===== src/rtl/cpu_types_pkg.sv =====
// Shared CPU/memory-system types: word type, RAM handshake state and the
// cache/RAM arbiter grant state.
package cpu_types_pkg;

  localparam int WORD_W = 32;

  typedef logic [WORD_W-1:0] word_t;

  typedef enum logic [1:0] {
    FREE   = 2'd0,
    BUSY   = 2'd1,
    ACCESS = 2'd2,
    ERROR  = 2'd3
  } ramstate_t;

  typedef enum logic [1:0] {
    IDLE   = 2'd0,
    DGRANT = 2'd1,
    IGRANT = 2'd2
  } arb_state_t;

endpackage


===== src/rtl/cache_mem_arbiter.sv =====
// Single-port RAM arbiter between icache fills and dcache fills/writebacks.
// Dcache has priority unless the icache has waited STARVE_MAX cycles.
//
// state  | meaning
// IDLE   | no grant; decide next owner from current requests and starvation count
// DGRANT | dcache owns the RAM port until ACCESS or it drops its request
// IGRANT | icache owns the RAM port until ACCESS or it drops its request
module cache_mem_arbiter
  import cpu_types_pkg::*;
#(
  parameter int STARVE_MAX = 8,
  parameter int CNT_W      = 4   // 2**CNT_W must exceed STARVE_MAX
) (
  input  logic        CLK,
  input  logic        nRST,
  input  logic        iREN,
  input  logic [31:0] iaddr,
  output logic        iwait,
  output logic [31:0] iload,
  input  logic        dREN,
  input  logic        dWEN,
  input  logic [31:0] daddr,
  input  logic [31:0] dstore,
  output logic        dwait,
  output logic [31:0] dload,
  output logic        ramREN,
  output logic        ramWEN,
  output logic [31:0] ramaddr,
  output logic [31:0] ramstore,
  input  logic [31:0] ramload,
  input  ramstate_t   ramstate
);

  localparam logic [CNT_W-1:0] STARVE_LIM = CNT_W'(STARVE_MAX);
  localparam logic [CNT_W-1:0] CNT_SAT    = '1;

  arb_state_t       state, state_nxt;
  logic [CNT_W-1:0] starve_cnt, starve_nxt;
  logic             d_req, i_starved, i_done;

  always_comb begin
    state_nxt = state;
    ramREN    = 1'b0;
    ramWEN    = 1'b0;
    ramaddr   = '0;
    ramstore  = '0;
    iwait     = 1'b1;
    dwait     = 1'b1;
    iload     = '0;
    dload     = '0;
    i_done    = 1'b0;
    d_req     = dREN | dWEN;
    i_starved = iREN && (starve_cnt >= STARVE_LIM);

    case (state)
      IDLE: begin
        if (d_req && !i_starved) state_nxt = DGRANT;
        else if (iREN)           state_nxt = IGRANT;
      end
      DGRANT: begin
        if (!d_req) begin
          state_nxt = IDLE;
        end else begin
          ramaddr  = daddr;
          ramstore = dstore;
          ramWEN   = dWEN;
          ramREN   = dREN & ~dWEN;
          if (ramstate == ACCESS) begin
            dwait     = 1'b0;
            dload     = ramload;
            state_nxt = IDLE;
          end
        end
      end
      IGRANT: begin
        if (!iREN) begin
          state_nxt = IDLE;
        end else begin
          ramaddr = iaddr;
          ramREN  = 1'b1;
          if (ramstate == ACCESS) begin
            iwait     = 1'b0;
            iload     = ramload;
            i_done    = 1'b1;
            state_nxt = IDLE;
          end
        end
      end
      default: state_nxt = IDLE;
    endcase

    // An access overlapping reset is abandoned: never let a wait drop or an enable reach RAM.
    if (!nRST) begin
      ramREN   = 1'b0;
      ramWEN   = 1'b0;
      ramaddr  = '0;
      ramstore = '0;
      iwait    = 1'b1;
      dwait    = 1'b1;
      iload    = '0;
      dload    = '0;
    end

    if (!iREN || i_done)
      starve_nxt = '0;
    else if (state != IGRANT && starve_cnt != CNT_SAT)
      starve_nxt = starve_cnt + 1'b1;
    else
      starve_nxt = starve_cnt;
  end

  always_ff @(posedge CLK) begin
    if (!nRST) begin
      state      <= IDLE;
      starve_cnt <= '0;
    end else begin
      state      <= state_nxt;
      starve_cnt <= starve_nxt;
    end
  end

endmodule


===== config.mk =====
export PLATFORM = sky130hd
export DESIGN_NAME = cache_mem_arbiter
export DESIGN_NICKNAME = d
export VERILOG_FILES = /design/src/rtl/cpu_types_pkg.sv /design/src/rtl/cache_mem_arbiter.sv
export SDC_FILE = /design/constraint.sdc
export NUM_CORES = 1
export LEC_CHECK = 0
export ABC_CLOCK_PERIOD_IN_PS = 2840
export CORE_AREA = 5 5 101 103
export CTS_CLUSTER_DIAMETER = 30
export CTS_CLUSTER_SIZE = 20
export DETAILED_ROUTE_END_ITERATION = 7
export DIE_AREA = 0 0 106 108
export PLACE_DENSITY = 0.77
export RECOVER_POWER = 25
export SETUP_SLACK_MARGIN = 0.05
export SLEW_MARGIN = 20
export SYNTH_ARGS = -nofsm -noshare
export SYNTH_HDL_FRONTEND = slang
export SYNTH_SLANG_ARGS = --single-unit

===== constraint.sdc =====
create_clock -name CLK -period 2.84 [get_ports CLK]
set_input_delay 0.568 -clock CLK [delete_from_list [all_inputs] [get_ports CLK]]
set_output_delay 0.568 -clock CLK [all_outputs]
set_load 0.01 [all_outputs]

==> results.cfg, run 1 <==
[status]
run_status = completed

[timing]
finalSetupTns_ns = 0
max_freq_ghz = 0.3660
setup_viol = 0
worst_slew_pin_slew_ns = 0.2917
final.period_utilization = 0.9620
hold_viol = 0
relSlewSlack = 0.8051
min_period_ns = 2.732
rsz0062_at_grt = yes
slew_violations = 0
whs_ns = 0.5018
clock-skew-final_ns = 0.002737

[clocking]
cts_root_buffer = clkbuf_8
clkLatencyLatePin_ns = 0.22
clock_path_buffers = 2
cts_tree = done
cts-htree-levels = 1
cts.clk_slew.worst_paths_ns = 0.03
clock-sinks = 6
numCtsBuffers = 3

[logic_synthesis]
synth.top_cell.area_share = 0.3943
postSynthCellCount = 239
avgSynthCellArea_um2 = 6.439
yosys_warnings = 0
synth_cell_type_count = 29
synth_area_um2 = 1539
synth-edff-count = 0
yosysTopAreaCell = and2_1
synth_ff_type = dfxtp_1
ys_seq_area_frac = 0.07805
synth-async-reset-ratio = 0
synth_seq_cells = 6
syn_nets = 380
synth_area_leaders = and2_1 39%, a22oi_1 16%, nor2_1 8.8%

[global_routing]
antenna_found_initial = 1
grt_pass1_wl_um = 14670
use_met1 = 0.1572
use_met3 = 0.05612
gr-usage-all-layers = 0.1609
busiest_layer = met2
grt_max_degree = 35
grt_pass1_vias = 2863
use_met2 = 0.3092
grt.overflow.total = 0

[job]
cap_viol_max_count = 0

[place]
port_buffers = 266
dpl.cell_count = 609
hpwl_um = 8258
gp_congestion = 0.8527

[hold_path]
holdCritPathClass = reg2reg

[cells_and_area]
fin_nets = 654
instances_no_fill = 623
syn2layout_area_growth_pct = 195.6
drive_gt1_frac = 0.06067
utilization = 0.4995

[power_and_ir_drop]
power_mw = 0.6522
irDropWorstVdd_mv = 0.07558
power.density_nw_per_um2 = 143.4
cellLeakagePower_nw = 2.105

[setup_path]
cp.required_ns = 2.27
cp_max_fo = 16
crit_arrival_ns = 2.16
worstSetupStartpointType = input port
end_kind = output port
critPathKind = in2out

[detailed_routing]
drtIter0Drc = 158
wl_um = 10230
wl_per_cell_um = 16.42
final_antenna_net_count = 0
firstDrtPassIters = 4
drc = 0
vias = 2797
post_drt_via_cell_ratio = 4.490

[die]
initial_utilization = 0.1690
die_w_um = 106
die_h_um = 108
io_pins = 267
fp.coreArea_um2 = 9109
rows = 35
dieArea_um2 = 11450
worst max-delay path, stage by stage:
cell and delay, ns:
clkdlybuf4s50_1 0.41, nand3b_1 0.22, nor2_4 0.15, buf_4 0.14, clkbuf_16 0.15, inv_1 0.04
clkdlybuf4s50_1 0.48
report_power, final:
group | leakage [nW] | internal [mW] | switching (mW)
clock network | 0.0216 | 0.0912 | 0.0384
logic | 2.03 | 0.279 | 0.150
registers | 0.0490 | 0.0888 | 0.00522
total | 2.11 | 0.459 | 0.193
per-layer routing:
metal,up-vias,share of wire
li1,1347,-
met5,-,0
met3,19,0.10
met1,1259,0.33
met2,172,0.54
met4,0,0.026
synth_stat cells (2+ instances only):
cell type and number:
or3_1 2, nand3_1 4, and2_1 97, a22oi_1 32
dfxtp_1 6, a31oi_1 2, inv_1 8, clkbuf_2 3
ha_1 6, buf_6 3, o21ai_0 2, buf_2 8
clkbuf_1 6, nand2_1 5, nand4_1 2, o2111ai_1 3
a21oi_1 3, nor2_1 36
cells by family (layout without fill, tap and decap cells):
kind of cell / count (synthesis) / after routing / share of synthesized area
buffers and inverters: 28 / 296 / 0.09187
adders and majority gates: 6 / 6 / 0.04878
and+or+nand+nor: 153 / 157 / 0.5561
DFF: 6 / 6 / 0.07805
other: 0 / 1 / 0
xor gates and xnor gates: 1 / 1 / 0.005692
AOI/OAI and AO/OA: 45 / 45 / 0.2195
placed cells by master (no fill, tap or decap), types with 3 or more instances in the layout:
master	synthesis	final
nand2_1	5	5
ha_1	6	6
dlygate4sd2_1	0	22
a22oi_1	32	32
nand3_1	4	4
o2111ai_1	3	3
buf_4	0	12
dfxtp_1	6	6
and2b_4	1	4
nor2_1	36	35
dlymetal6s2s_1	0	19
a21oi_1	3	3
clkdlybuf4s50_1	0	220
clkbuf_8	0	3
inv_1	8	8
buf_12	0	4
and2_1	97	96
registers in the layout, indices dropped and copies added (netlist names):
signal      count
state           2
starve_cnt      4
stage by stage:
stage | cell area [um^2] | setup WS [ns]
after floorplan | 1539 | 0.8853
after global placement | 4377 | -0.1366
after detailed placement | 4377 | -0.1605
after CTS | 4454 | 0.02634
after global routing | 4549 | 0.009686
final | 4549 | 0.1078
layout make-up:
class                   count  area, um^2
inverters                   8       30.03
clock buffers               3       41.29
repair buffers            285        2884
well taps                 111       138.9
diodes                      1       2.502
multi-input cells         209        1333
flip-flops and latches      6       120.1
fillers                   868        4559
path summary, 6_finish.rpt:
check,to,start,slack [ns],cells past startpoint
min,starve_cnt[1],starve_cnt[1],0.50,2
max reg2reg,state[1],state[0],1.29,6
min reg2reg,starve_cnt[1],starve_cnt[1],0.50,2
max,iwait,ramstate[0],0.11,7
timing repair:
action / CTS / global route
buffers inserted: 2 / 3
pin swaps: 0 / 0
resized for setup: 32 / 26
setup endpoints to repair: 130 / 78
hold buffers: 0 / 0
hold endpoints to repair: 0 / 0
cloned: 4 / 1
No activity file was read; power rests on OpenSTA's default activity.
==> run 2: changes to the inputs <==
- ABC_CLOCK_PERIOD_IN_PS: 2840 -> 2750
- clock period: 2.84 -> 2.75 ns (I/O delays scaled with it)
==> results.cfg, run 2 (synthesized netlist as in run 1, its figures left out) <==
[clocking]
clock-sinks = 6
numCtsBuffers = 3
cts.clk_slew.worst_paths_ns = 0.03
cts_root_buffer = clkbuf_8
clkLatencyLatePin_ns = 0.23
cts-htree-levels = 1
cts_tree = done
clock_path_buffers = 2
postCtsHoldBufs = 0

[cells_and_area]
largest-register = starve_cnt
syn2layout_area_growth_pct = 188.6
utilization = 0.4876
largest_register_ffs = 4
fill_cells = 920
fin_nets = 659
drive_gt1_frac = 0.1047
final_cell_mix = 167 x clkdlybuf4s50_1, 95 x and2_1, 53 x dlygate4sd2_1
largestRegisters = starve_cnt x4, state x2
final_common_cell = clkdlybuf4s50_1

[setup_path]
cp.required_ns = 2.20
reg2reg_slack_ns = 1.24
worstSetupStartpointType = input port
rr_worst_depth = 6
crit_arrival_ns = 2.11
end_kind = output port
r2r-end = state[0]
r2r_start = state[0]
cp_max_fo = 6
critPathKind = in2out

[hold_path]
holdCritStartpoint = starve_cnt[1]
hold_path_depth = 2
hold_end = starve_cnt[1]
holdCritPathClass = reg2reg

[detailed_routing]
drc = 0
firstDrtPassIters = 4
final_antenna_net_count = 0
vias = 2819
wl_um = 10430
post_drt_via_cell_ratio = 4.489
drtIter0Drc = 116
wl_per_cell_um = 16.60

[timing]
rsz0062_at_grt = no
relSlewSlack = 0.8079
final.period_utilization = 0.9663
min_period_ns = 2.657
hold_viol = 0
worst_slew_pin_slew_ns = 0.2876
setup_viol = 0
max_freq_ghz = 0.3763
slew_violations = 0
clock-skew-final_ns = 0.004000
whs_ns = 0.5004

[power_and_ir_drop]
irDropWorstVdd_mv = 0.09987
cellLeakagePower_nw = 2.108
power.density_nw_per_um2 = 151.5

[place]
gp_congestion = 0.8538
hpwl_um = 8317
port_buffers = 266

[die]
fp.coreArea_um2 = 9109
initial_utilization = 0.1690
die_w_um = 106
die_h_um = 108
dieArea_um2 = 11450
rows = 35
io_pins = 267

[global_routing]
grt.overflow.total = 0
grt_pass1_vias = 2947
gr-usage-all-layers = 0.1649
antenna_found_initial = 1
grt_max_degree = 35
grt_pass1_wl_um = 15020

[status]
run_status = completed

[job]
cap_viol_max_count = 0
## run 2: cell types whose count changed in the layout (fill, tap and decap cells not counted), moves of 3 or more
cell and change:
clkbuf_1 +3, dlymetal6s2s_1 -9, clkdlybuf4s25_1 +12, clkbuf_2 +16
dlygate4sd2_1 +31, buf_4 +4, clkdlybuf4s50_1 -53
## run 2: metrics by stage
step                setup slack, ns  instances  TNS, ns  power (mW)  instance area, um^2
floorplan                    0.8133        239        0      0.2254                 1539
global placement            -0.1867        610   -9.825      0.5277                 4384
detailed placement          -0.2312        610   -14.27      0.5371                 4384
CTS                         0.03050        624        0      0.6793                 4477
global route                0.04938        628        0      0.7085                 4442
finish                      0.09270        628        0      0.6729                 4442
## run 2: repair_timing
item | in CTS | in global routing
cloned | 5 | 0
resized for setup | 82 | 65
hold endpoints to repair | 0 | 0
setup buffers | 6 | 3
setup endpoints to repair | 131 | 74
## run 2: final cells by class
class                      count  area [um^2]  share of cell area
multi-input combinational    209         1335              0.3006
antenna                        1        2.502           0.0005634
sequential                     6        121.4             0.02732
clock buffer                   3        41.29            0.009296
tap                          111        138.9             0.03127
inverter                       8        30.03            0.006761
timing repair buffer         290         2773              0.6242
## run 2: report_power, final
group	internal, mW	switching [mW]	total (mW)
Clock	0.0944	0.0427	0.137
Sequential	0.0922	0.00575	0.0979
Combinational	0.282	0.156	0.438
## run 2: worst max-delay path by stage
stage	endpoint	startpoint	cells after the start	slack (ns)
finish	dload[17]	ramstate[0]	5	0.09
global route	dload[17]	ramstate[0]	5	0.05
CTS	iload[1]	iREN	6	0.03
detailed placement	dload[2]	dWEN	5	-0.23
global placement	dload[2]	dWEN	5	-0.19
floorplan	ramaddr[10]	state[0]	7	0.81
## run 2: critical path: stages
cell and delay (ns):
clkdlybuf4s50_1 0.42, nand2b_4 0.18, and2b_1 0.27, and2_1 0.14
clkdlybuf4s50_1 0.54
## run 2: routing by layer
layer	global-route usage	up-vias	wire length, um
met5	0	-	0
met3	0.06448	18	1083
met1	0.1532	1289	3460
met2	0.3219	154	5600
li1	-	1358	-
met4	0.06568	0	282
==> run 3: changes to the inputs <==
- SLEW_MARGIN: 20 -> 30
==> results of run 3 <==
Same layout as run 2: the final DEF is identical, and so are final timing and power.
